===== src/rtl/exunit_custom_pipe.sv =====
// Custom execution unit: single-cycle ALU feeding a fixed-latency shift-register
// pipe with speculative kill/resolve, completing LATENCY cycles after issue.
module exunit_custom_pipe #(
  parameter int DATA_LEN    = 32,
  parameter int SPECTAG_LEN = 5,
  parameter int TAG_W       = 6,
  parameter int LATENCY     = 3
) (
  input  logic                   clk,
  input  logic                   reset,
  input  logic [DATA_LEN-1:0]    ex_src1,
  input  logic [DATA_LEN-1:0]    ex_src2,
  input  logic [DATA_LEN-1:0]    imm,
  input  logic                   use_imm,
  input  logic [2:0]             funct3,
  input  logic                   dstval,
  input  logic [TAG_W-1:0]       rrftag_in,
  input  logic [SPECTAG_LEN-1:0] spectag,
  input  logic                   specbit,
  input  logic                   issue,
  input  logic                   prmiss,
  input  logic                   prsuccess,
  input  logic [SPECTAG_LEN-1:0] spectagfix,
  output logic [DATA_LEN-1:0]    result,
  output logic [TAG_W-1:0]       rrftag_out,
  output logic                   rob_we,
  output logic                   rrf_we,
  output logic [3:0]             inflight
);

  localparam int SH_W = $clog2(DATA_LEN);

  // Handshake: issue is a valid-only strobe. An op is accepted on every edge
  // where issue=1; there is no ready because the pipe never stalls.

  logic [DATA_LEN-1:0]   opb;
  logic [DATA_LEN-1:0]   alu_res;
  logic [2*DATA_LEN-1:0] rot_dbl;

  always_comb begin
    opb     = use_imm ? imm : ex_src2;
    rot_dbl = {ex_src1, ex_src1} << opb[SH_W-1:0];
    alu_res = '0;
    case (funct3)
      3'b000:  alu_res = ex_src1 + opb;
      3'b001:  alu_res = ex_src1 - opb;
      3'b010:  alu_res = ex_src1 & opb;
      3'b011:  alu_res = ex_src1 | opb;
      3'b100:  alu_res = ex_src1 ^ opb;
      3'b101:  alu_res = ($signed(ex_src1) < $signed(opb)) ? ex_src1 : opb;
      3'b110:  alu_res = (ex_src1 > opb) ? ex_src1 : opb;
      default: alu_res = rot_dbl[2*DATA_LEN-1:DATA_LEN];
    endcase
  end

  logic [LATENCY-1:0]     st_v, st_sb, st_dst;
  logic [SPECTAG_LEN-1:0] st_spectag [LATENCY];
  logic [TAG_W-1:0]       st_tag     [LATENCY];
  logic [DATA_LEN-1:0]    st_data    [LATENCY];
  logic [3:0]             cnt_q;

  logic [LATENCY-1:0]     k_v, k_sb, n_v, n_sb, n_dst;
  logic [SPECTAG_LEN-1:0] n_spectag [LATENCY];
  logic [TAG_W-1:0]       n_tag     [LATENCY];
  logic [DATA_LEN-1:0]    n_data    [LATENCY];
  logic [3:0]             n_cnt;
  logic                   issue_match;

  // Kill/resolve are applied to each stage's current contents, then shifted.
  always_comb begin
    issue_match = |(spectag & spectagfix);
    for (int i = 0; i < LATENCY; i++) begin
      k_v[i]  = st_v[i] & ~(prmiss & st_sb[i] & |(st_spectag[i] & spectagfix));
      k_sb[i] = st_sb[i] & ~(prsuccess & ~prmiss & |(st_spectag[i] & spectagfix));
    end
    n_v[0]       = issue & ~(prmiss & specbit & issue_match);
    n_sb[0]      = specbit & ~(prsuccess & ~prmiss & issue_match);
    n_dst[0]     = dstval;
    n_spectag[0] = spectag;
    n_tag[0]     = rrftag_in;
    n_data[0]    = alu_res;
    for (int i = 1; i < LATENCY; i++) begin
      n_v[i]       = k_v[i-1];
      n_sb[i]      = k_sb[i-1];
      n_dst[i]     = st_dst[i-1];
      n_spectag[i] = st_spectag[i-1];
      n_tag[i]     = st_tag[i-1];
      n_data[i]    = st_data[i-1];
    end
    n_cnt = '0;
    for (int i = 0; i < LATENCY; i++) n_cnt = n_cnt + 4'(n_v[i]);
  end

  always_ff @(posedge clk or negedge reset) begin
    if (!reset) begin
      st_v   <= '0;
      st_sb  <= '0;
      st_dst <= '0;
      cnt_q  <= '0;
      for (int i = 0; i < LATENCY; i++) begin
        st_spectag[i] <= '0;
        st_tag[i]     <= '0;
        st_data[i]    <= '0;
      end
    end else begin
      st_v   <= n_v;
      st_sb  <= n_sb;
      st_dst <= n_dst;
      cnt_q  <= n_cnt;
      for (int i = 0; i < LATENCY; i++) begin
        st_spectag[i] <= n_spectag[i];
        st_tag[i]     <= n_tag[i];
        st_data[i]    <= n_data[i];
      end
    end
  end

  // A last-stage op killed this cycle still completes; the kill only drops it.
  assign rob_we     = st_v[LATENCY-1];
  assign rrf_we     = st_v[LATENCY-1] & st_dst[LATENCY-1];
  assign result     = st_data[LATENCY-1];
  assign rrftag_out = st_tag[LATENCY-1];
  assign inflight   = cnt_q;

  logic unused_tail;
  assign unused_tail = ^{k_v[LATENCY-1], k_sb[LATENCY-1], rot_dbl[DATA_LEN-1:0]};

endmodule


===== config.mk =====
export PLATFORM = sky130hd
export DESIGN_NAME = exunit_custom_pipe
export DESIGN_NICKNAME = d
export VERILOG_FILES = /design/src/rtl/exunit_custom_pipe.sv
export SDC_FILE = /design/constraint.sdc
export NUM_CORES = 1
export LEC_CHECK = 0
export BUFFER_PORTS_ARGS = -buffer_cell sky130_fd_sc_hd__buf_2
export CORE_UTILIZATION = 60
export DETAILED_ROUTE_END_ITERATION = 8
export PLACE_DENSITY_LB_ADDON = 0.1
export SETUP_SLACK_MARGIN = 0.15
export SLEW_MARGIN = 20
export SYNTH_ARGS = -nofsm -noshare
export SYNTH_HDL_FRONTEND = slang
export SYNTH_SLANG_ARGS = --single-unit

===== constraint.sdc =====
create_clock -name clk -period 2.1 [get_ports clk]
set_clock_uncertainty 0.2 [all_clocks]
set_input_delay 0.21 -clock clk [delete_from_list [all_inputs] [get_ports clk]]
set_output_delay 0.21 -clock clk [all_outputs]
set_load 0.05 [all_outputs]

==> results.py, run 1 <==
metrics = {
    "die": {
        "rows": 51,
        "start_util": 0.617,
        "die_h_um": 144,
        "die_w_um": 144,
        "ios": 167,
    },
    "placed_design": {
        "portBuffers": 164,
        "dp_cells": 2275,
        "place_hpwl_um": 43500,
        "place_congestion": 1.20,
    },
    "outcome": {
        "status": "aborted with a tool error",
        "lastStage": "5_1_grt",
        "toolErrorMsg": "[ERROR GRT-0116] Global routing finished with congestion. Check the congestion regions in the DRC Viewer.",
    },
    "global_routing": {
        "grt_pass1_wl_um": 139000,
        "grt_pass1_vias": 21600,
        "grtUsageTotal": 0.903,
        "gr-total-overflow": 515,
        "grt_max_degree": 52,
    },
    "logic_synthesis": {
        "synth-edff-count": 0,
        "synth_area_leader_cell": "dfrtp_1",
        "synth_area_leaders": "dfrtp_1 28%, ha_1 10%, mux2i_1 6.9%",
        "yosysTopAreaCellShare": 0.277,
        "synthCells": 1474,
        "synth.yosys.seq_area_share": 0.277,
        "ys_types": 83,
        "synth-warning-count": 0,
        "synthFlopType": "dfrtp_1",
        "async_flop_share": 1.00,
        "syn-cell-area_um2": 12100,
        "synth_area_per_cell_um2": 8.23,
        "ys_ff_latch": 134,
    },
    "cts": {
        "clockBufferDepth": 2,
        "cts-root-buf": "clkbuf_16",
        "cts_sinks": 134,
        "cts_buffers": 17,
        "htreeDepth": 4,
    },
}
-- per-stage QoR --
stage / setup slack [ps] / utilization / cell area, um2
floorplan: -1570 / - / 12400
global placement: -2040 / 0.847 / 16600
detailed placement: -2160 / 0.847 / 16600
CTS: -1120 / 0.938 / 18400
-- kinds of logic after synthesis --
group	Yosys count	synth area share
buffers and inverters	203	0.0684
adders and majority gates	104	0.109
AOI/OAI and AO/OA	523	0.299
DFF	134	0.277
and+or+nand+nor	392	0.150
xor gates and xnor gates	24	0.0189
other	1	0.000309
muxes	93	0.0783
-- metal layers --
layer  overflow  global-route usage
met1         30               0.885
met2        292                1.04
met3         27               0.771
met4        162               0.931
met5          4               0.644
-- cell usage after synthesis, drive strengths merged, types with 5 or more instances --
cell type  count
a2111oi        5
a211o          7
a211oi        27
a21boi         6
a21o          18
a21oi        119
a221o          8
a221oi        24
a222oi         6
a22oi         61
a31oi         17
a32oi          5
and2          10
and3           5
buf           32
clkbuf        67
dfrtp        134
ha           101
inv          100
mux2           6
mux2i         87
nand2        146
nand2b         6
nand3         31
nand4         14
nor2         102
nor2b         12
nor3          25
nor4          12
nor4b          5
o211ai        46
o21ai         68
o21bai        13
o221ai        17
o22ai         25
o31ai         16
or3            7
xnor2         22
-- repair_timing --
item | 4_1_cts
gates resized for setup | 150
endpoints found under the setup margin | 32
pin swaps | 49
buffers inserted | 27
hold buffers | 19
endpoints found under the hold margin | 151
gates cloned | 2
==> run 2, diff against run 1 <==
--- a/config.mk
+++ b/config.mk
@@ -6,10 +6,9 @@
 export NUM_CORES = 1
 export LEC_CHECK = 0
 export BUFFER_PORTS_ARGS = -buffer_cell sky130_fd_sc_hd__buf_2
-export CORE_UTILIZATION = 60
+export CORE_UTILIZATION = 40
 export DETAILED_ROUTE_END_ITERATION = 8
-export PLACE_DENSITY_LB_ADDON = 0.1
-export SETUP_SLACK_MARGIN = 0.15
+export PLACE_DENSITY_LB_ADDON = 0.15
 export SLEW_MARGIN = 20
 export SYNTH_ARGS = -nofsm -noshare
 export SYNTH_HDL_FRONTEND = slang
==> run 2 against run 1 <==
The flow now finishes, with violations (negative setup slack). Synthesized cell count is the same. Synthesized area unchanged.
==> results.py, run 2 <==
metrics = {
    "outcome": {
        "status": "finished with violations",
        "violations": "negative setup slack",
    },
    "timing": {
        "min_period_over_period": 1.65,
        "fin_ws_ps": -1360,
        "fin_crit_ps": 3460,
        "slew_viol_final": 0,
        "tns_ps": -39030,
        "worst_pin_slew_ps": 1020,
        "maxSlewHeadroom": 0.315,
        "finalHoldViolations": 0,
        "holdWs_ps": 24.8,
        "rsz0062_at_grt": "true",
        "setup_viol": 32,
        "fmax_mhz": 289,
    },
    "finish": {
        "syn2layout_area_growth_pct": 60.5,
        "final_cell_count_no_fill": 2572,
        "final_common_cell": "buf_4",
        "fin_util": 0.655,
        "largest_reg_flops": 64,
        "final_cell_mix": "544 x buf_4, 163 x buf_2, 134 x dfrtp_1",
        "layout-drive-gt1-share": 0.433,
        "nNetsFinal": 2395,
    },
    "route": {
        "drc": 0,
        "wl_per_cell_um": 24.0,
        "vias": 15300,
        "antenna_left": 0,
        "vias_per_cell": 5.94,
        "wirelength_um": 61800,
        "drtPass1Iterations": 6,
        "drtIter0Drc": 1944,
    },
    "global_routing": {
        "grtUsageTotal": 0.392,
        "grt_pass1_vias": 14500,
        "grt_pass1_wl_um": 90000,
        "grt_max_degree": 49,
        "antenna_found_initial": 6,
        "gr-total-overflow": 0,
    },
    "cts": {
        "cts_buffers": 17,
        "clockBufferDepth": 2,
        "clk_pin_slew_worst_paths_ps": 60,
        "cts_sinks": 134,
        "insertion_delay_ps": 440,
        "htreeDepth": 4,
        "cts-root-buf": "clkbuf_16",
        "cts_tree": "yes",
    },
    "logic_synthesis": {
        "async_flop_share": 1.00,
        "synth_area_leaders": "dfrtp_1 28%, ha_1 10%, mux2i_1 6.9%",
        "synth-warning-count": 0,
        "synthAdderAreaFrac": 0.109,
        "yosysTopAreaCellShare": 0.277,
        "ys_types": 83,
        "synth-xor-area-share": 0.0189,
        "synth-edff-count": 0,
        "synthCells": 1474,
        "synth_mux_area_frac": 0.0783,
        "synth_area_per_cell_um2": 8.23,
        "synthFlopType": "dfrtp_1",
        "synth_most_common_cell": "nand2_1",
        "synth_top_family_by_area": "compound AO/OA/AOI/OAI gates",
        "ys_ff_latch": 134,
        "syn-cell-area_um2": 12100,
        "synth_area_leader_cell": "dfrtp_1",
        "ys_top_cells_by_count": "146 x nand2_1, 134 x dfrtp_1, 119 x a21oi_1, 101 x ha_1, 100 x nor2_1",
        "synth-compound-area-share": 0.299,
        "synthSimpleGateAreaFrac": 0.150,
        "synth.yosys.seq_area_share": 0.277,
    },
    "placed_design": {
        "place_hpwl_um": 49300,
        "dp_slack_ps": -2060,
        "portBuffers": 164,
        "place_congestion": 1.06,
        "dp_cells": 2493,
    },
    "hold_path": {
        "holdPathStages": 4,
        "hold_class": "primary input to flop",
    },
    "pwr": {
        "sw_frac_of_total": 0.411,
        "p_comb_frac": 0.519,
        "p_int_mw": 7.57,
        "p_leak_nw": 9.33,
        "p_per_area_nw_per_um2": 661,
        "peakVddDrop_v": 0.000558,
        "seq_power_share": 0.248,
        "power_switching_mw": 5.29,
        "clock_power_share": 0.232,
    },
    "die": {
        "die_h_um": 176,
        "die_w_um": 176,
        "core_area_um2": 29700,
        "start_util": 0.408,
        "ios": 167,
        "fp.dieArea_um2": 31000,
        "rows": 63,
    },
    "setup_path": {
        "reg2regPathDepth": 4,
        "cp-end-kind": "flop",
        "worstPathArrival_ps": 3570,
        "required_ps": 2210,
        "cp-start-kind": "primary input",
        "critPathKind": "primary input to flop",
        "crit_fanout": 7,
    },
    "flow_run": {
        "maxCapViolations": 0,
    },
}
run 2: cell counts after synthesis:
Identical to the previous run, type by type.
run 2: kinds of logic (layout without fill, tap and decap cells):
family	after synthesis	in the layout
AOI/OAI and AO/OA	523	523
xor gates and xnor gates	24	24
adders and majority gates	104	104
buffers and inverters	203	909
DFF	134	134
muxes	93	93
other	1	3
and+or+nand+nor	392	392
run 2: through the flow:
stage / cell area (um2) / power, mW
floorplan: 12400 / 6.14
global placement: 17600 / 9.11
detailed placement: 17600 / 9.13
CTS: 18900 / 12.4
global route: 19500 / 13.3
finish: 19500 / 12.9
run 2: repair_timing:
item                       4_1_cts  5_1_grt
buffers inserted                14       16
pin swaps                       52       39
hold endpoints to repair       152        0
gates resized for setup        105       96
cloned                           0        1
hold buffers                    22        0
setup endpoints to repair       32       33
run 2: metal layers:
metal	part of all wire	vias up	track usage
met1	0.42	7256	0.528
met5	0.00096	-	0
met3	0.097	201	0.0743
li1	-	6880	-
met2	0.43	928	0.597
met4	0.053	6	0.197
run 2: cell type report:
cell class,count,area (um2)
multi-input cells,1138,8860
clock buffers,19,443
repair buffers,773,5790
well taps,390,488
fillers,2566,10300
clock inverters,13,123
diodes,1,2.50
flip-flops and latches,134,3350
inverters,104,405
run 2: final timing paths:
path / startpoint / slack (ps) / to
setup / recovery: use_imm / -1360 / n_data[61]$_DFF_PN0_
hold / removal: spectagfix[1] / 20 / st_v[2]$_DFF_PN0_
setup reg to reg: n_spectag[6]$_DFF_PN0_ / 170 / inflight[0]$_DFF_PN0_
hold reg to reg: n_tag[1]$_DFF_PN0_ / 150 / rrftag_out[1]$_DFF_PN0_
max in group asynchronous: reset / 1050 / result[18]$_DFF_PN0_
min in group asynchronous: reset / 100 / n_spectag[2]$_DFF_PN0_
run 2: worst max-delay path, stage by stage:
cell and delay (ps):
buf_8 100, buf_6 120, buf_12 130, buf_12 130
buf_6 120, mux2i_2 210, ha_1 320, inv_2 90
nand4_1 250, a21o_1 260, a211o_1 330, o211a_4 180
xnor2_4 150, buf_12 150, buf_4 130, mux2i_1 130
a221oi_2 290, buf_4 190, o21ai_2 50
run 2: power by group through the flow:
| stage | registers, mW | clock network (mW) | logic (mW) |
|---|---|---|---|
| global route | 3.23 | 3.11 | 7.00 |
| floorplan | 3.68 | 0 | 2.46 |
| global placement | 3.23 | 0 | 5.88 |
| CTS | 3.19 | 3.01 | 6.20 |
| detailed placement | 3.24 | 0 | 5.90 |
| finish | 3.20 | 2.99 | 6.68 |
Power figures use the tool's default switching activity.
==> run 3, diff against run 2 <==
--- a/config.mk
+++ b/config.mk
@@ -8,7 +8,9 @@
 export BUFFER_PORTS_ARGS = -buffer_cell sky130_fd_sc_hd__buf_2
 export CORE_UTILIZATION = 40
 export DETAILED_ROUTE_END_ITERATION = 8
+export GPL_ROUTABILITY_DRIVEN = 1
 export PLACE_DENSITY_LB_ADDON = 0.15
+export REMOVE_ABC_BUFFERS = 1
 export SLEW_MARGIN = 20
 export SYNTH_ARGS = -nofsm -noshare
 export SYNTH_HDL_FRONTEND = slang
==> run 3 against run 2 <==
The flow still finishes with violations (negative setup slack). Sequential cell count stayed put. Combinational power is 2% higher. Clock power is 4% higher. Count of clock-buffer cells in the layout stayed put. Utilization is 1.6 points higher. Via count is 0.16% lower. Setup slack better by 37 ps. Critical path type unchanged. Largest cell class unchanged.
==> results.py, run 3 (synthesis gave the netlist of run 2 again) <==
metrics = {
    "placed_design": {
        "dp_cells": 2457,
        "place_hpwl_um": 48300,
        "place_congestion": 1.06,
        "placed_cell_area_um2": 17200,
        "portBuffers": 164,
    },
    "cts": {
        "clockBufferDepth": 2,
        "cts_buffers": 17,
        "cts_sinks": 134,
        "htreeDepth": 4,
        "insertion_delay_ps": 460,
        "cts_tree": "yes",
        "cts-root-buf": "clkbuf_16",
        "clk_pin_slew_worst_paths_ps": 60,
    },
    "outcome": {
        "status": "finished with violations",
        "violations": "negative setup slack",
    },
    "timing": {
        "setup_viol": 32,
        "slew_viol_final": 0,
        "min_period_over_period": 1.63,
        "fmax_mhz": 292,
        "finalHoldViolations": 0,
        "maxSlewHeadroom": 0.355,
        "rsz0062_at_grt": "true",
        "fin_crit_ps": 3430,
        "fin_ws_ps": -1330,
        "worst_pin_slew_ps": 965,
    },
    "die": {
        "die_w_um": 176,
        "rows": 63,
        "fp.dieArea_um2": 31000,
        "die_h_um": 176,
        "start_util": 0.408,
        "ios": 167,
        "core_area_um2": 29700,
    },
    "global_routing": {
        "globalRouteMet1Util": 0.549,
        "grt-busiest-layer": "met2",
        "antenna_found_initial": 0,
        "grt_util_met3": 0.0685,
        "grt_max_degree": 56,
        "grtUsageTotal": 0.394,
        "grt_pass1_vias": 14400,
        "use_met2": 0.597,
        "grt_pass1_wl_um": 89800,
        "gr-total-overflow": 0,
    },
    "route": {
        "wirelength_um": 62200,
        "vias_per_cell": 5.96,
        "antenna_left": 0,
        "vias": 15200,
        "drtIter0Drc": 1783,
        "drtPass1Iterations": 7,
        "wl_per_cell_um": 24.3,
        "drc": 0,
    },
    "finish": {
        "nNetsFinal": 2383,
        "multi_input_area_um2": 9280,
        "regArea_um2": 3350,
        "final_cell_count_no_fill": 2557,
        "largest_reg_flops": 64,
        "layout-drive-gt1-share": 0.445,
        "final_cell_area_um2": 19900,
        "syn2layout_area_growth_pct": 64.4,
        "final_common_cell": "buf_4",
        "final_cell_mix": "526 x buf_4, 162 x buf_2, 134 x nand2_1, 134 x dfrtp_1, 109 x a21oi_1",
        "n_fill_cell": 2461,
        "antenna_cells": 0,
    },
    "setup_path": {
        "crit_top_cell": "buf_12",
        "critPathLaunch": "use_imm",
        "required_ps": 2200,
        "reg2regPathDepth": 4,
        "path_buf_inv": 8,
        "r2r_end": "st_v[2]$_DFF_PN0_",
        "cpMaxStageDelayCell": "or4_1",
        "cp-endpoint": "n_data[38]$_DFF_PN0_",
        "path_cells": "buf_12 > buf_12 > buf_16 > mux2i_4 > ha_4 > buf_4 > nor4_4 > and2_4 > a221oi_4 > buf_12 > buf_6 > o211ai_4 > o21ai_4 > buf_6 > bufbuf_16 > nor2_2 > a211oi_1 > or4_1",
        "reg2reg_setup_slack_ps": 60,
        "path_depth": 18,
        "rr_startpoint": "n_spectag[3]$_DFF_PN0_",
        "slowest_delay_ps": 470,
        "cp-start-kind": "primary input",
        "crit_fanout": 5,
        "cp_top_family": "buffers and inverters",
        "worstPathArrival_ps": 3520,
        "cp-end-kind": "flop",
        "critPathKind": "primary input to flop",
    },
    "pwr": {
        "p_leak_nw": 9.35,
        "peakVddDrop_v": 0.000593,
        "p_per_area_nw_per_um2": 658,
    },
    "hold_path": {
        "hold_class": "primary input to flop",
    },
    "flow_run": {
        "maxCapViolations": 0,
    },
}
## run 3: cell type report
| cell class | count | share of cell area |
|---|---|---|
| timing repair buffer | 761 | 0.291 |
| tap | 390 | 0.0245 |
| clock buffer | 19 | 0.0227 |
| clock inverter | 11 | 0.00760 |
| inverter | 104 | 0.0199 |
| multi-input combinational | 1138 | 0.466 |
| sequential | 134 | 0.168 |
## run 3: layer usage
layer / part of all wire / vias up
li1: - / 6851
met1: 0.42 / 7302
met2: 0.44 / 939
met3: 0.099 / 155
met4: 0.042 / 0
met5: 0 / -
## run 3: repair_timing
item	CTS	global route
hold endpoints to repair	155	0
setup endpoints to repair	32	33
gates cloned	5	0
pin swaps	48	73
hold buffers	27	0
gates resized for setup	146	161
setup buffers	26	20
## run 3: how the worst min path moves through the flow
stage                       start                      end  cells past startpoint
global route          ex_src1[24]     n_data[56]$_DFF_PN0_                      4
global placement            reset  rrftag_out[2]$_DFF_PN0_                      1
floorplan                   reset    inflight[0]$_DFF_PN0_                      0
detailed placement          reset  rrftag_out[2]$_DFF_PN0_                      1
CTS                 spectagfix[2]        st_v[1]$_DFF_PN0_                      4
finish              spectagfix[4]        st_v[1]$_DFF_PN0_                      4
## run 3: power by group
group	internal (mW)	total [mW]	switching (mW)
Combinational	2.92	6.80	3.87
Clock	1.92	3.12	1.20
Sequential	3.02	3.19	0.174
## run 3: tightest hold or removal path, cell delays in order
cell      delay [ps]
buf_2            100
a222oi_1          70
nand2_1           90
a31oi_1          140
## run 3: per-stage QoR
step	hold WS, ps	util	worst slack, ps	setup TNS [ps]	total power [mW]
3_3_place_gp	-122	0.577	-2670	-64480	8.88
3_5_place_dp	-120	0.577	-2590	-65620	8.90
4_1_cts	2.94	0.643	-1240	-36360	12.7
2_1_floorplan	-286	-	-3250	-97580	5.92
5_1_grt	42.4	0.671	-1390	-39070	13.6
6_report	19.2	0.671	-1330	-36940	13.1
